$ cat src/rtl/pixel_stream_source_pkg.sv
// Shared definitions for the pixel stream source: default 640x480@60 timing,
// sync polarity values, source pattern encodings and a window helper.
package pixel_stream_source_pkg;

    // Horizontal timing in pixel clocks
    localparam int H_ACTIVE_DEFAULT = 640;
    localparam int H_FP_DEFAULT     = 16;
    localparam int H_SYNC_DEFAULT   = 96;
    localparam int H_BP_DEFAULT     = 48;
    localparam int H_TOTAL_DEFAULT  = H_ACTIVE_DEFAULT + H_FP_DEFAULT + H_SYNC_DEFAULT + H_BP_DEFAULT;

    // Vertical timing in lines
    localparam int V_ACTIVE_DEFAULT = 480;
    localparam int V_FP_DEFAULT     = 10;
    localparam int V_SYNC_DEFAULT   = 2;
    localparam int V_BP_DEFAULT     = 33;
    localparam int V_TOTAL_DEFAULT  = V_ACTIVE_DEFAULT + V_FP_DEFAULT + V_SYNC_DEFAULT + V_BP_DEFAULT;

    // Level a sync output takes while its pulse is asserted
    localparam logic SYNC_ACTIVE_LOW  = 1'b0;
    localparam logic SYNC_ACTIVE_HIGH = 1'b1;

    // Raster position counters are 10 bits wide (totals up to 1024)
    localparam int CNT_WIDTH = 10;
    typedef logic [CNT_WIDTH-1:0] cnt_t;

    // Source image selection
    typedef enum logic [1:0] {
        PAT_CHECKER = 2'd0,
        PAT_HRAMP   = 2'd1,
        PAT_VBARS   = 2'd2,
        PAT_DIAG    = 2'd3
    } pattern_e;

    // True when cnt lies in [start, start+len-1]; widened so start+len cannot wrap.
    function automatic logic in_window(input cnt_t cnt, input cnt_t start, input cnt_t len);
        return ({1'b0, cnt} >= {1'b0, start}) &&
               ({1'b0, cnt} <  ({1'b0, start} + {1'b0, len}));
    endfunction

endpackage

$ cat src/rtl/pixel_stream_source_sync_delay_line.sv
// Fixed-depth shift register used to delay sync/DE so they line up with
// pixels returned by the downstream processing stage. DEPTH=0 is a wire.
module sync_delay_line #(
    parameter int DEPTH = 1,
    parameter int WIDTH = 3
) (
    input  logic             clk,
    input  logic             rst_n,
    input  logic [WIDTH-1:0] rst_val,
    input  logic [WIDTH-1:0] din,
    output logic [WIDTH-1:0] dout
);

    if (DEPTH == 0) begin : g_pass
        assign dout = din;
    end else begin : g_shift
        logic [WIDTH-1:0] stage_q [DEPTH];
        logic [WIDTH-1:0] stage_d [DEPTH];

        // Each stage takes the value of the stage before it; stage 0 takes the input
        always_comb begin
            stage_d[0] = din;
            for (int i = 1; i < DEPTH; i++) begin
                stage_d[i] = stage_q[i-1];
            end
        end

        // Shift register; rst_val is tied to constants by the parent
        always_ff @(posedge clk or negedge rst_n) begin
            if (!rst_n) begin
                // NOTE: every stage is reset (not left as uninitialised storage) because
                // its contents reach the sync outputs in the cycles right after reset.
                for (int i = 0; i < DEPTH; i++) begin
                    stage_q[i] <= rst_val;
                end
            end else begin
                stage_q <= stage_d;
            end
        end

        assign dout = stage_q[DEPTH-1];
    end

endmodule

$ cat src/rtl/pixel_stream_source.sv
// Raster pixel-stream transmitter: walks the 640x480@60 raster, emits position,
// a selectable synthetic pixel, start pulses, raw syncs and delayed sync/DE.
module pixel_stream_source
    import pixel_stream_source_pkg::*;
#(
    parameter int   DATA_WIDTH = 8,
    parameter int   H_ACTIVE   = H_ACTIVE_DEFAULT,
    parameter int   H_FP       = H_FP_DEFAULT,
    parameter int   H_SYNC     = H_SYNC_DEFAULT,
    parameter int   H_BP       = H_BP_DEFAULT,
    parameter int   V_ACTIVE   = V_ACTIVE_DEFAULT,
    parameter int   V_FP       = V_FP_DEFAULT,
    parameter int   V_SYNC     = V_SYNC_DEFAULT,
    parameter int   V_BP       = V_BP_DEFAULT,
    parameter logic HS_POL     = SYNC_ACTIVE_LOW,
    parameter logic VS_POL     = SYNC_ACTIVE_LOW,
    parameter int   OUT_DELAY  = 1
) (
    input  logic                  clk,
    input  logic                  rst_n,
    input  logic                  enable,
    input  logic [1:0]            pattern_sel,
    output logic [CNT_WIDTH-1:0]  pixel_x,
    output logic [CNT_WIDTH-1:0]  pixel_y,
    output logic                  pixel_valid,
    output logic [DATA_WIDTH-1:0] pixel_data,
    output logic                  line_start,
    output logic                  frame_start,
    output logic                  hsync,
    output logic                  vsync,
    output logic                  hsync_d,
    output logic                  vsync_d,
    output logic                  de_d,
    output logic [15:0]           frame_count
);

    localparam int   H_TOTAL  = H_ACTIVE + H_FP + H_SYNC + H_BP;
    localparam int   V_TOTAL  = V_ACTIVE + V_FP + V_SYNC + V_BP;
    localparam cnt_t H_LAST   = cnt_t'(H_TOTAL - 1);
    localparam cnt_t V_LAST   = cnt_t'(V_TOTAL - 1);
    localparam cnt_t H_ACT    = cnt_t'(H_ACTIVE);
    localparam cnt_t V_ACT    = cnt_t'(V_ACTIVE);
    localparam cnt_t HS_START = cnt_t'(H_ACTIVE + H_FP);
    localparam cnt_t HS_LEN   = cnt_t'(H_SYNC);
    localparam cnt_t VS_START = cnt_t'(V_ACTIVE + V_FP);
    localparam cnt_t VS_LEN   = cnt_t'(V_SYNC);
    localparam int   BAR_W    = H_ACTIVE / 8;
    localparam int   PAT_W    = 8;

    // Index (0..7) of the vertical bar containing column h
    function automatic logic [2:0] bar_index(input cnt_t h);
        logic [2:0] idx;
        idx = '0;
        for (int i = 1; i < 8; i++) begin
            if (h >= cnt_t'(i * BAR_W)) idx = 3'(i);
        end
        return idx;
    endfunction

    cnt_t                  h_cnt_q, h_cnt_d;
    cnt_t                  v_cnt_q, v_cnt_d;
    logic [15:0]           frame_count_q, frame_count_d;
    cnt_t                  pixel_x_q, pixel_x_d;
    cnt_t                  pixel_y_q, pixel_y_d;
    logic                  pixel_valid_q, pixel_valid_d;
    logic [DATA_WIDTH-1:0] pixel_data_q, pixel_data_d;
    logic                  line_start_q, line_start_d;
    logic                  frame_start_q, frame_start_d;
    logic                  hs_q, hs_d;
    logic                  vs_q, vs_d;
    logic [PAT_W-1:0]      pattern_val;
    logic [2:0]            sync_dly;

    // Raster counters: advance while enabled, wrap line then frame
    always_comb begin
        // NOTE: every variable gets a default before any branch, so no path
        // leaves it unassigned and no latch is inferred.
        h_cnt_d       = h_cnt_q;
        v_cnt_d       = v_cnt_q;
        frame_count_d = frame_count_q;
        if (enable) begin
            if (h_cnt_q == H_LAST) begin
                h_cnt_d = '0;
                if (v_cnt_q == V_LAST) begin
                    v_cnt_d       = '0;
                    frame_count_d = frame_count_q + 16'd1;
                end else begin
                    v_cnt_d = v_cnt_q + cnt_t'(1);
                end
            end else begin
                h_cnt_d = h_cnt_q + cnt_t'(1);
            end
        end
    end

    // Synthetic source image for the current raster position
    always_comb begin
        pattern_val = '0;
        unique case (pattern_e'(pattern_sel))
            PAT_CHECKER: pattern_val = (h_cnt_q[4] ^ v_cnt_q[4]) ? 8'hC0 : 8'h40;
            PAT_HRAMP:   pattern_val = h_cnt_q[9:2];
            PAT_VBARS:   pattern_val = {bar_index(h_cnt_q), 5'd0};
            PAT_DIAG:    pattern_val = h_cnt_q[7:0] + v_cnt_q[7:0] + frame_count_q[7:0];
        endcase
    end

    // Next values of the registered outputs, derived from the current counters
    always_comb begin
        pixel_x_d     = h_cnt_q;
        pixel_y_d     = v_cnt_q;
        pixel_valid_d = enable && (h_cnt_q < H_ACT) && (v_cnt_q < V_ACT);
        if (DATA_WIDTH >= PAT_W) begin
            pixel_data_d = DATA_WIDTH'(pattern_val) << (DATA_WIDTH - PAT_W);
        end else begin
            pixel_data_d = DATA_WIDTH'(pattern_val >> (PAT_W - DATA_WIDTH));
        end
        if (!pixel_valid_d) pixel_data_d = '0;
        line_start_d  = enable && (h_cnt_q == '0);
        frame_start_d = line_start_d && (v_cnt_q == '0);
        hs_d = (enable && in_window(h_cnt_q, HS_START, HS_LEN)) ? HS_POL : ~HS_POL;
        vs_d = (enable && in_window(v_cnt_q, VS_START, VS_LEN)) ? VS_POL : ~VS_POL;
    end

    // State and output registers
    always_ff @(posedge clk or negedge rst_n) begin
        if (!rst_n) begin
            h_cnt_q       <= '0;
            v_cnt_q       <= '0;
            frame_count_q <= '0;
            pixel_x_q     <= '0;
            pixel_y_q     <= '0;
            pixel_valid_q <= 1'b0;
            pixel_data_q  <= '0;
            line_start_q  <= 1'b0;
            frame_start_q <= 1'b0;
            hs_q          <= ~HS_POL;
            vs_q          <= ~VS_POL;
        end else begin
            // NOTE: non-blocking assignments make every flop sample pre-edge values,
            // independent of statement order.
            h_cnt_q       <= h_cnt_d;
            v_cnt_q       <= v_cnt_d;
            frame_count_q <= frame_count_d;
            pixel_x_q     <= pixel_x_d;
            pixel_y_q     <= pixel_y_d;
            pixel_valid_q <= pixel_valid_d;
            pixel_data_q  <= pixel_data_d;
            line_start_q  <= line_start_d;
            frame_start_q <= frame_start_d;
            hs_q          <= hs_d;
            vs_q          <= vs_d;
        end
    end

    sync_delay_line #(
        .DEPTH (OUT_DELAY),
        .WIDTH (3)
    ) u_sync_delay (
        .clk     (clk),
        .rst_n   (rst_n),
        .rst_val ({~HS_POL, ~VS_POL, 1'b0}),
        .din     ({hs_q, vs_q, pixel_valid_q}),
        .dout    (sync_dly)
    );

    assign pixel_x     = pixel_x_q;
    assign pixel_y     = pixel_y_q;
    assign pixel_valid = pixel_valid_q;
    assign pixel_data  = pixel_data_q;
    assign line_start  = line_start_q;
    assign frame_start = frame_start_q;
    assign hsync       = hs_q;
    assign vsync       = vs_q;
    assign hsync_d     = sync_dly[2];
    assign vsync_d     = sync_dly[1];
    assign de_d        = sync_dly[0];
    assign frame_count = frame_count_q;

endmodule

$ cat config.mk
export PLATFORM = sky130hd
export DESIGN_NAME = pixel_stream_source
export DESIGN_NICKNAME = d
export VERILOG_FILES = /design/src/rtl/pixel_stream_source_pkg.sv /design/src/rtl/pixel_stream_source_sync_delay_line.sv /design/src/rtl/pixel_stream_source.sv
export SDC_FILE = /design/constraint.sdc
export NUM_CORES = 1
export LEC_CHECK = 0
export ABC_AREA = 1
export CELL_PAD_IN_SITES_DETAIL_PLACEMENT = 0
export CELL_PAD_IN_SITES_GLOBAL_PLACEMENT = 1
export CORE_UTILIZATION = 40
export CTS_CLUSTER_SIZE = 24
export DETAILED_ROUTE_END_ITERATION = 8
export GPL_TIMING_DRIVEN = 0
export PLACE_DENSITY = 0.83
export RECOVER_POWER = 50
export REMOVE_ABC_BUFFERS = 1
export SYNTH_ARGS = -nofsm -noshare
export SYNTH_HDL_FRONTEND = slang
export SYNTH_SLANG_ARGS = --single-unit
$ cat constraint.sdc
create_clock -name clk -period 2.5 [get_ports clk]
set_input_delay 0.75 -clock clk [delete_from_list [all_inputs] [get_ports clk]]
set_output_delay 0.75 -clock clk [all_outputs]
set_load 0.01 [all_outputs]
After elaboration in Yosys (flattened, before gate mapping):

Cells that the tools add are included.

* flip-flop bits (word level): 72
* bits of input ports: 5
* output and inout port bits: 52
* logic and storage cells: 63

* $add $sub $neg: 5
* order comparisons: 13
* eq/ne operators: 5
* mux-type cells: 14
* bitwise gates (word level): 1
* reduce and logical (&&, ||, !) cells: 13

Operators with widths (number)
* 10-bit by 9-bit greater-or-equal comparator with 1-bit output (second input constant): 4
* 8-bit case mux with 4 select lines: 1
* 10-bit by 1-bit adder with 10-bit output (second input constant): 2
* 10-bit equality test (second input constant): 2
* 10-bit greater-or-equal comparator (second input constant): 2
* 10-bit by 8-bit greater-or-equal comparator with 1-bit output (second input constant): 2
* 10-bit zero test: 2
* 10-bit less-than comparator (second input constant): 2
* 10-bit by 9-bit less-than comparator with 1-bit output (second input constant): 2
* 10-bit 2-to-1 mux: 2
* 3-bit 2-to-1 mux: 6
* 16-bit by 1-bit adder with 16-bit output (second input constant): 1
* 8-bit adder: 2
* 8-bit 2-to-1 mux: 2
* 10-bit by 7-bit greater-or-equal comparator with 1-bit output (second input constant): 1
* 1-bit logical AND: 8
* 2-bit equality test (second input constant): 2
* 1-bit 2-to-1 mux: 3
* 3-bit AND reduction: 1
* 2-bit by 1-bit equality test with 1-bit output (second input constant): 1
* 2-bit zero test: 1
* 2-bit AND reduction: 1
* 1-bit XOR: 1

Depth between registers and ports, before layout:

* word-level depth: 10
* depth in mapped cells: 12

Worst setup path before layout:

Ideal clock, no wire load.

* path kind: register to register
* start point: reg frame_count_q[1] (netlist: frame_count[1])
* end point: reg pixel_data_q[5] (netlist: pixel_data[5])
* library setup time: 124 ps
* arrival time: 2064 ps
* required time: 2376 ps
* path slack: 311 ps
* cell stages (with the launch flop): 11
* path buffers: 0
* clock period less this slack: 2189 ps
* cell sequence: dfrtp_1 fa_1 ha_1 inv_1 fa_1 inv_1 nand3_1 nand2_1 a21oi_1 a22oi_1 a21oi_1

* cells in the longest elaborated chain, start to end: 3

Ends and longest elaborated chain
* from (decl): line pixel_stream_source.sv:62 `logic [15:0] frame_count_q, frame_count_d;`
* from (signal assigned): line pixel_stream_source.sv:143 `frame_count_q <= frame_count_d;`
* 8-bit adder: line pixel_stream_source.sv:103 `PAT_DIAG: pattern_val = h_cnt_q[7:0] + v_cnt_q[7:0] + frame_count_q[7:0];`
* 8-bit case mux with 4 select lines: line pixel_stream_source.sv:99 `unique case (pattern_e'(pattern_sel))`
* 8-bit 2-to-1 mux: line pixel_stream_source.sv:117 `if (!pixel_valid_d) pixel_data_d = '0;`
* via pixel_data_d[5]: line pixel_stream_source.sv:66 `logic [DATA_WIDTH-1:0] pixel_data_q, pixel_data_d;`
* to (signal assigned): line pixel_stream_source.sv:147 `pixel_data_q <= pixel_data_d;`
* to (decl): line pixel_stream_source.sv:66

The timed path passes the listed nets, and every way through them passes these cells.
A chain may end at the register's enable or synchronous reset.

Worst setup path after layout:

* start point: reg v_cnt_q[4] (netlist: pixel_y_d[4])
* end point: reg pixel_data_q[7] (netlist: pixel_data[7])

* cells in the longest elaborated chain, start to end: 4
* elaborated cells between the ends (all ways): 8
* classes of those cells: add/sub: 2; order compare: 1; mux: 3; bitwise: 1; reduce/logical: 1

Ends and longest elaborated chain
* from (decl): line pixel_stream_source.sv:61 `cnt_t v_cnt_q, v_cnt_d;`
* from (signal assigned): line pixel_stream_source.sv:142 `v_cnt_q <= v_cnt_d;`
* 8-bit adder or 1-bit XOR (tied branches): line pixel_stream_source.sv:103, pixel_stream_source.sv:100
* 8-bit adder or 8-bit 2-to-1 mux (tied branches): line pixel_stream_source.sv:103, pixel_stream_source.sv:100
* 8-bit case mux with 4 select lines: line pixel_stream_source.sv:99
* 8-bit 2-to-1 mux *: line pixel_stream_source.sv:117
* via pixel_data_d[7]: line pixel_stream_source.sv:66

Mark *: on every way through the listed nets, which the timed path passes. The rest lies on a longest branch.

==> results.json <==
{
  "status": "complete, but fails checks",
  "violations": "DRC",
  "cts_made_buffers": 9,
  "power_leakage_nw": 2.11,
  "ys_top_cells_by_count": "nand2_1 (78), dfrtp_1 (68), inv_1 (59)",
  "finalWirelength_um": 8450,
  "fmax_mhz": 416,
  "ff_latch_area_um2": 1810,
  "critPathBufInv": 0,
  "gp_congestion": 0.857,
  "path_cells": "fa_1 -> ha_1 -> a21oi_1 -> or2_2 -> nand3_1 -> nand2b_1 -> nand3_1 -> a21oi_1",
  "ys_types": 41,
  "ir_drop_v": 0.000305,
  "post-place-ws_ns": -0.113,
  "min_path_cells": 0,
  "synth_edf_count": 0,
  "cts_setup_buffers": 0,
  "cts_resized": 0,
  "critPathMaxStageDelay_ns": 0.61,
  "clockBufferDepth": 2,
  "holdPathEnd": "u_sync_delay.dout[1]",
  "cts_sinks": 72,
  "ant_nets": 0,
  "min_period_ns": 2.41,
  "ff2ff_setup_slack_ns": 0.09,
  "hp-start": "vsync",
  "vias": 3028,
  "setup_slack_ns": 0.0943,
  "synthSimpleGateAreaFrac": 0.241,
  "row_count": 35,
  "yosysSeqAreaShare": 0.477,
  "path_clk_slew_ns": 0.08,
  "dieArea_um2": 9860,
  "crit_type": "register to register",
  "ys_seq_elements": 72,
  "ctsHoldBuffers": 0,
  "comb_power_share": 0.299,
  "fin_skew_ns": 0.0122,
  "relSlewSlack": 0.404,
  "finalPower_mw": 3.42,
  "postSynth.asyncResetShare": 1.00,
  "synth_top_area_frac": 0.449,
  "clockPowerShare": 0.260,
  "p_switching_mw": 1.25,
  "wl_per_cell_um": 14.2,
  "synth_most_common_cell": "nand2_1",
  "placed_cell_area_um2": 4460,
  "cts_tree": "done",
  "p_int_mw": 2.18,
  "maxCapViolCount": 0,
  "grt.overflow.total": 0,
  "grt_max_degree": 73,
  "diodes": 0,
  "synth_area_leaders": "dfrtp_1 (45%), nand2_1 (7.7%), inv_1 (5.8%)",
  "rsz0062_at_grt": "false",
  "synth-compound-area-share": 0.0809,
  "worstHoldPathType": "register to register",
  "dr.pass1.iters": 6,
  "ff2ff_path_depth": 8,
  "final_max_slew_viol_count": 0,
  "drive_gt1_frac": 0.0868,
  "fin_area_um2": 4640,
  "hold_slack_ns": 0.368,
  "hold_viol_final": 0,
  "synth.avg_cell_area_um2": 9.10,
  "yosysTopAreaCell": "dfrtp_1",
  "syn_area_um2": 3790,
  "yosys.area_share.adder": 0.0786,
  "place_hpwl_um": 6280,
  "period_share": 0.962,
  "r2r-start": "pixel_y_d[4]",
  "nFillCells": 863,
  "crit_arrival_ns": 2.66,
  "slowest_stage": "dfrtp_1",
  "seqPwrFrac": 0.441,
  "critical_path_required_ns": 2.75,
  "initial_core_util": 0.412,
  "grt_pass1_vias": 2886,
  "worst_slew_pin_slew_ns": 0.894,
  "cts_htree_levels": 3,
  "switching_share": 0.364,
  "yosys_warnings": 0,
  "crit-reg2reg-capture": "pixel_data[7]",
  "startpoint_type": "register",
  "synth_xor_area_frac": 0.0509,
  "setup_violations": 0,
  "fin_nets": 504,
  "cellPowerDensity_nw_per_um2": 738,
  "syn_to_final_growth_pct": 22.5,
  "synth_cells": 416,
  "antenna_found_initial": 0,
  "muxShareOfSynthArea": 0,
  "track_usage": 0.184,
  "design.core.area_um2": 9200,
  "die_x_um": 99.3,
  "multi_input_area_um2": 1710,
  "drt_iter0_drc": 80,
  "ios": 57,
  "cts-root-buf": "clkbuf_8",
  "die-height_um": 99.3,
  "setup_tns_ns": 0,
  "drc": 2,
  "routed_via_density": 5.09,
  "critical-path-top-delay-family": "adder cells",
  "synthFlopType": "dfrtp_1",
  "grt_pass1_wl_um": 14000,
  "cp_max_fo": 10,
  "portBuffers": 56,
  "clk-insertion-delay-late_ns": 0.35,
  "synth_top_family_by_area": "simple AND/OR/NAND/NOR gates",
  "cp-end-kind": "register"
}
==> per-layer routing <==
layer	part of all wire	global-route usage
met2	0.47	0.291
met5	0	0
met4	0.017	0.0735
met3	0.046	0.0365
met1	0.47	0.249
==> worst max-delay path by stage <==
| stage | from | end | depth (start not counted) |
|---|---|---|---|
| after floorplan | frame_count[1] | pixel_data[5] | 10 |
| after global placement | rst_n | pixel_y[9] | 1 |
| after detailed placement | enable | pixel_data[1] | 7 |
| after CTS | frame_count[1] | pixel_data[5] | 10 |
| after global routing | frame_count[1] | pixel_data[5] | 10 |
| final | pixel_y_d[4] | pixel_data[7] | 8 |
==> sequential cells by signal (all words and copies together), names as in the netlist, 3 cells and up <==
signal             flops
pixel_y_d             10
u_sync_delay.dout      3
pixel_data             8
pixel_x               10
pixel_y               10
frame_count           16
h_cnt_q               10
==> worst register-to-register path, cell delays in order, from the launching register on <==
cell and delay [ns]:
dfrtp_1 0.61, fa_1 0.50, ha_1 0.36, a21oi_1 0.24, or2_2 0.17, nand3_1 0.06, nand2b_1 0.08, nand3_1 0.10
a21oi_1 0.19
==> logic make-up (layout without fill, tap and decap cells) <==
group	after synthesis	count (layout)
xor gates and xnor gates	22	22
AOI/OAI and AO/OA	55	55
and+or+nand+nor	181	181
DFF	72	72
adders and majority gates	19	19
buffers and inverters	67	135
==> power groups by stage <==
stage | sequential (mW) | clock [mW] | combinational [mW]
finish | 1.51 | 0.890 | 1.02
global route | 1.53 | 0.956 | 1.16
CTS | 1.51 | 0.911 | 1.03
detailed placement | 1.54 | 0 | 1.02
global placement | 1.53 | 0 | 1.02
floorplan | 1.50 | 0 | 0.666
==> per-stage QoR <==
step,std cells,util
after detailed placement,580,0.485
after global routing,595,0.505
after global placement,580,0.485
final,595,0.505
after CTS,595,0.505
after floorplan,413,-
==> placed cells by master, fill, tap and decap left out, types with 3 or more instances in the layout <==
master / n
clkdlybuf4s50_1: 55
clkbuf_8: 9
ha_1: 10
dfstp_2: 3
nand4_1: 9
nand2_1: 78
xor2_1: 17
nand2_2: 5
nand4_4: 3
xnor2_1: 5
fa_1: 8
nand3_1: 27
dfrtp_1: 67
inv_2: 3
o21ai_0: 24
nor3_1: 20
inv_1: 59
nor2_1: 25
nor2_4: 3
a21oi_1: 13
o21ai_1: 5
==> area by class of cell <==
type	instances	share of cell area
multi-input cells	277	0.367
flip-flops and latches	72	0.390
repair buffers	56	0.120
inverters	64	0.0528
well taps	111	0.0299
clock inverters	5	0.0124
clock buffers	10	0.0275
(Power assumes the default switching activity.)
==> RTL change: new RTL, same flow settings <==
Put a register stage on the outputs `hsync_d`, `vsync_d` and `de_d`, cleared by the reset. The values now appear one clock later. The other outputs are not delayed to match.
--- a/src/rtl/pixel_stream_source.sv
+++ b/src/rtl/pixel_stream_source.sv
@@ -171,9 +171,17 @@
     assign frame_start = frame_start_q;
     assign hsync       = hs_q;
     assign vsync       = vs_q;
-    assign hsync_d     = sync_dly[2];
-    assign vsync_d     = sync_dly[1];
-    assign de_d        = sync_dly[0];
+    always_ff @(posedge clk or negedge rst_n) begin
+        if (!rst_n) begin
+            hsync_d <= '0;
+            vsync_d <= '0;
+            de_d    <= '0;
+        end else begin
+            hsync_d <= sync_dly[2];
+            vsync_d <= sync_dly[1];
+            de_d    <= sync_dly[0];
+        end
+    end
     assign frame_count = frame_count_q;
 
 endmodule
Check against the original RTL: not equivalent (Yosys sat finds a counterexample within 4 cycles, from zero or initial values and one cycle with rst_n low).
==> RTL change against the original RTL <==
Utilization is 0.71 points higher. Critical path depth grew 2. Final area rose by 2.4%. Area after synthesis is 1.2% higher. Sequential cell count rose by 3. Clock power increased by 18%. Worst setup slack better by 0.031 ns. Routed wire length up 2.6%. Critical endpoint is now pixel_data[5]. The run ends with capacitance limit, slew limit left. Critical path type unchanged. Clock skew decreased by 0.00092 ns. Power is 13% higher. Sequential power rose by 7%.
==> RTL change: results (changes against the original RTL) <==
status:
  status: "finished, violations left"
  violations: "capacitance limit, slew limit"
routing:
  drtIter0Drc: 110  # +38%
  routed-via-count: 3082  # +1.8%
  wl_per_cell_um: 14.0  # -1.4%
  drtPass1Iterations: 5  # -1
pwr:
  vdd_drop_max_uv: 275  # -9.7%
synth:
  synthTopCellsByCount: "89 x nand2_1, 71 x dfrtp_1, 51 x inv_1"
  seq_area_frac_synth_pct: 49.1  # +1.4 points
  ys_types: 38  # -7.3%
  synth.avg_cell_area_um2: 9.08  # -0.22%
timing:
  final-max-slew-violation-count: 76  # +76
  setup_ws_ns: 0.125  # +0.0312 ns
  skew_ns: 0.0113  # -0.000918 ns
  worstMarginPinSlew_ns: 1.60  # +0.705 ns
global_route:
  grt_max_degree: 76  # +4.1%
  grt_pass1_vias: 3001  # +4.0%
  grt_usage_pct: 19.2  # +0.79 points
  grt_pass1_wl_um: 14800  # +5.7%
flow_run:
  maxCapViolCount: 1  # +1
finish:
  layout-drive-gt1-share_pct: 9.18  # +0.51 points
  nets: 509  # +0.99%
worst_setup_path:
  crit_arrival_ns: 2.60  # -0.06 ns
  path_max_fanout: 3  # -7
placed_design:
  gp_congestion: 0.861  # +0.50%
  dpl.hpwl_um: 6270  # -0.20%
  placed_cells: 601  # +3.6%
## RTL change: metal layers
| layer | part of all wire, % | vias to the layer above | global-route usage [%] |
|---|---|---|---|
| li1 | - | 1496 | - |
| met1 | 47 | 1498 | 27.2 |
| met2 | 46 | 72 | 29.4 |
| met3 | 4.2 | 16 | 3.34 |
| met4 | 2.2 | 0 | 7.35 |
| met5 | 0 | - | 0 |
## RTL change: final timing paths
| path | start | end | cells after the start |
|---|---|---|---|
| min reg2reg | u_sync_delay.dout[0] | de_d | 0 |
| max in group asynchronous | rst_n | frame_count[1] | 2 |
| max reg2reg | frame_count[1] | pixel_data[5] | 10 |
| min in group asynchronous | rst_n | u_sync_delay.dout[0] | 2 |
| min | u_sync_delay.dout[0] | de_d | 0 |
| max | frame_count[1] | pixel_data[5] | 10 |
## RTL change: layout make-up
type                    instances  area (um2)  area share (%)
clock buffers                  10         138            2.90
clock inverters                 6        88.8            1.87
inverters                      56         215            4.53
multi-input cells             284        1680            35.4
flip-flops and latches         75        1890            39.7
well taps                     129         161            3.40
repair buffers                 59         578            12.2
## RTL change: repair_timing
action | in CTS | in global routing
setup endpoints to repair | 0 | 3
setup buffers | 0 | 2
resized for setup | 0 | 5
## RTL change: worst max-delay path, stage by stage, from the launching register on
cell and delay (ns):
dfrtp_2 0.44, fa_1 0.56, ha_1 0.19, inv_1 0.06
fa_1 0.38, inv_1 0.10, nand3_1 0.09, nand2_1 0.08
a21oi_1 0.06, a22oi_1 0.18, a21oi_1 0.11
## RTL change: cells by family (layout without fill, tap and decap cells)
logic type,count (synthesis),count (layout),share of synthesized area [%]
buf+inv,63,131,7.05
xor+xnor,25,25,5.71
simple gates,188,188,23.0
flops,75,75,49.1
fa+ha+maj,19,19,7.77
compound gates,52,52,7.34
## RTL change: power breakdown
group | switching, mW | internal, mW
registers | 0.252 | 1.37
clock network | 0.460 | 0.589
logic | 0.686 | 0.515
total | 1.40 | 2.48
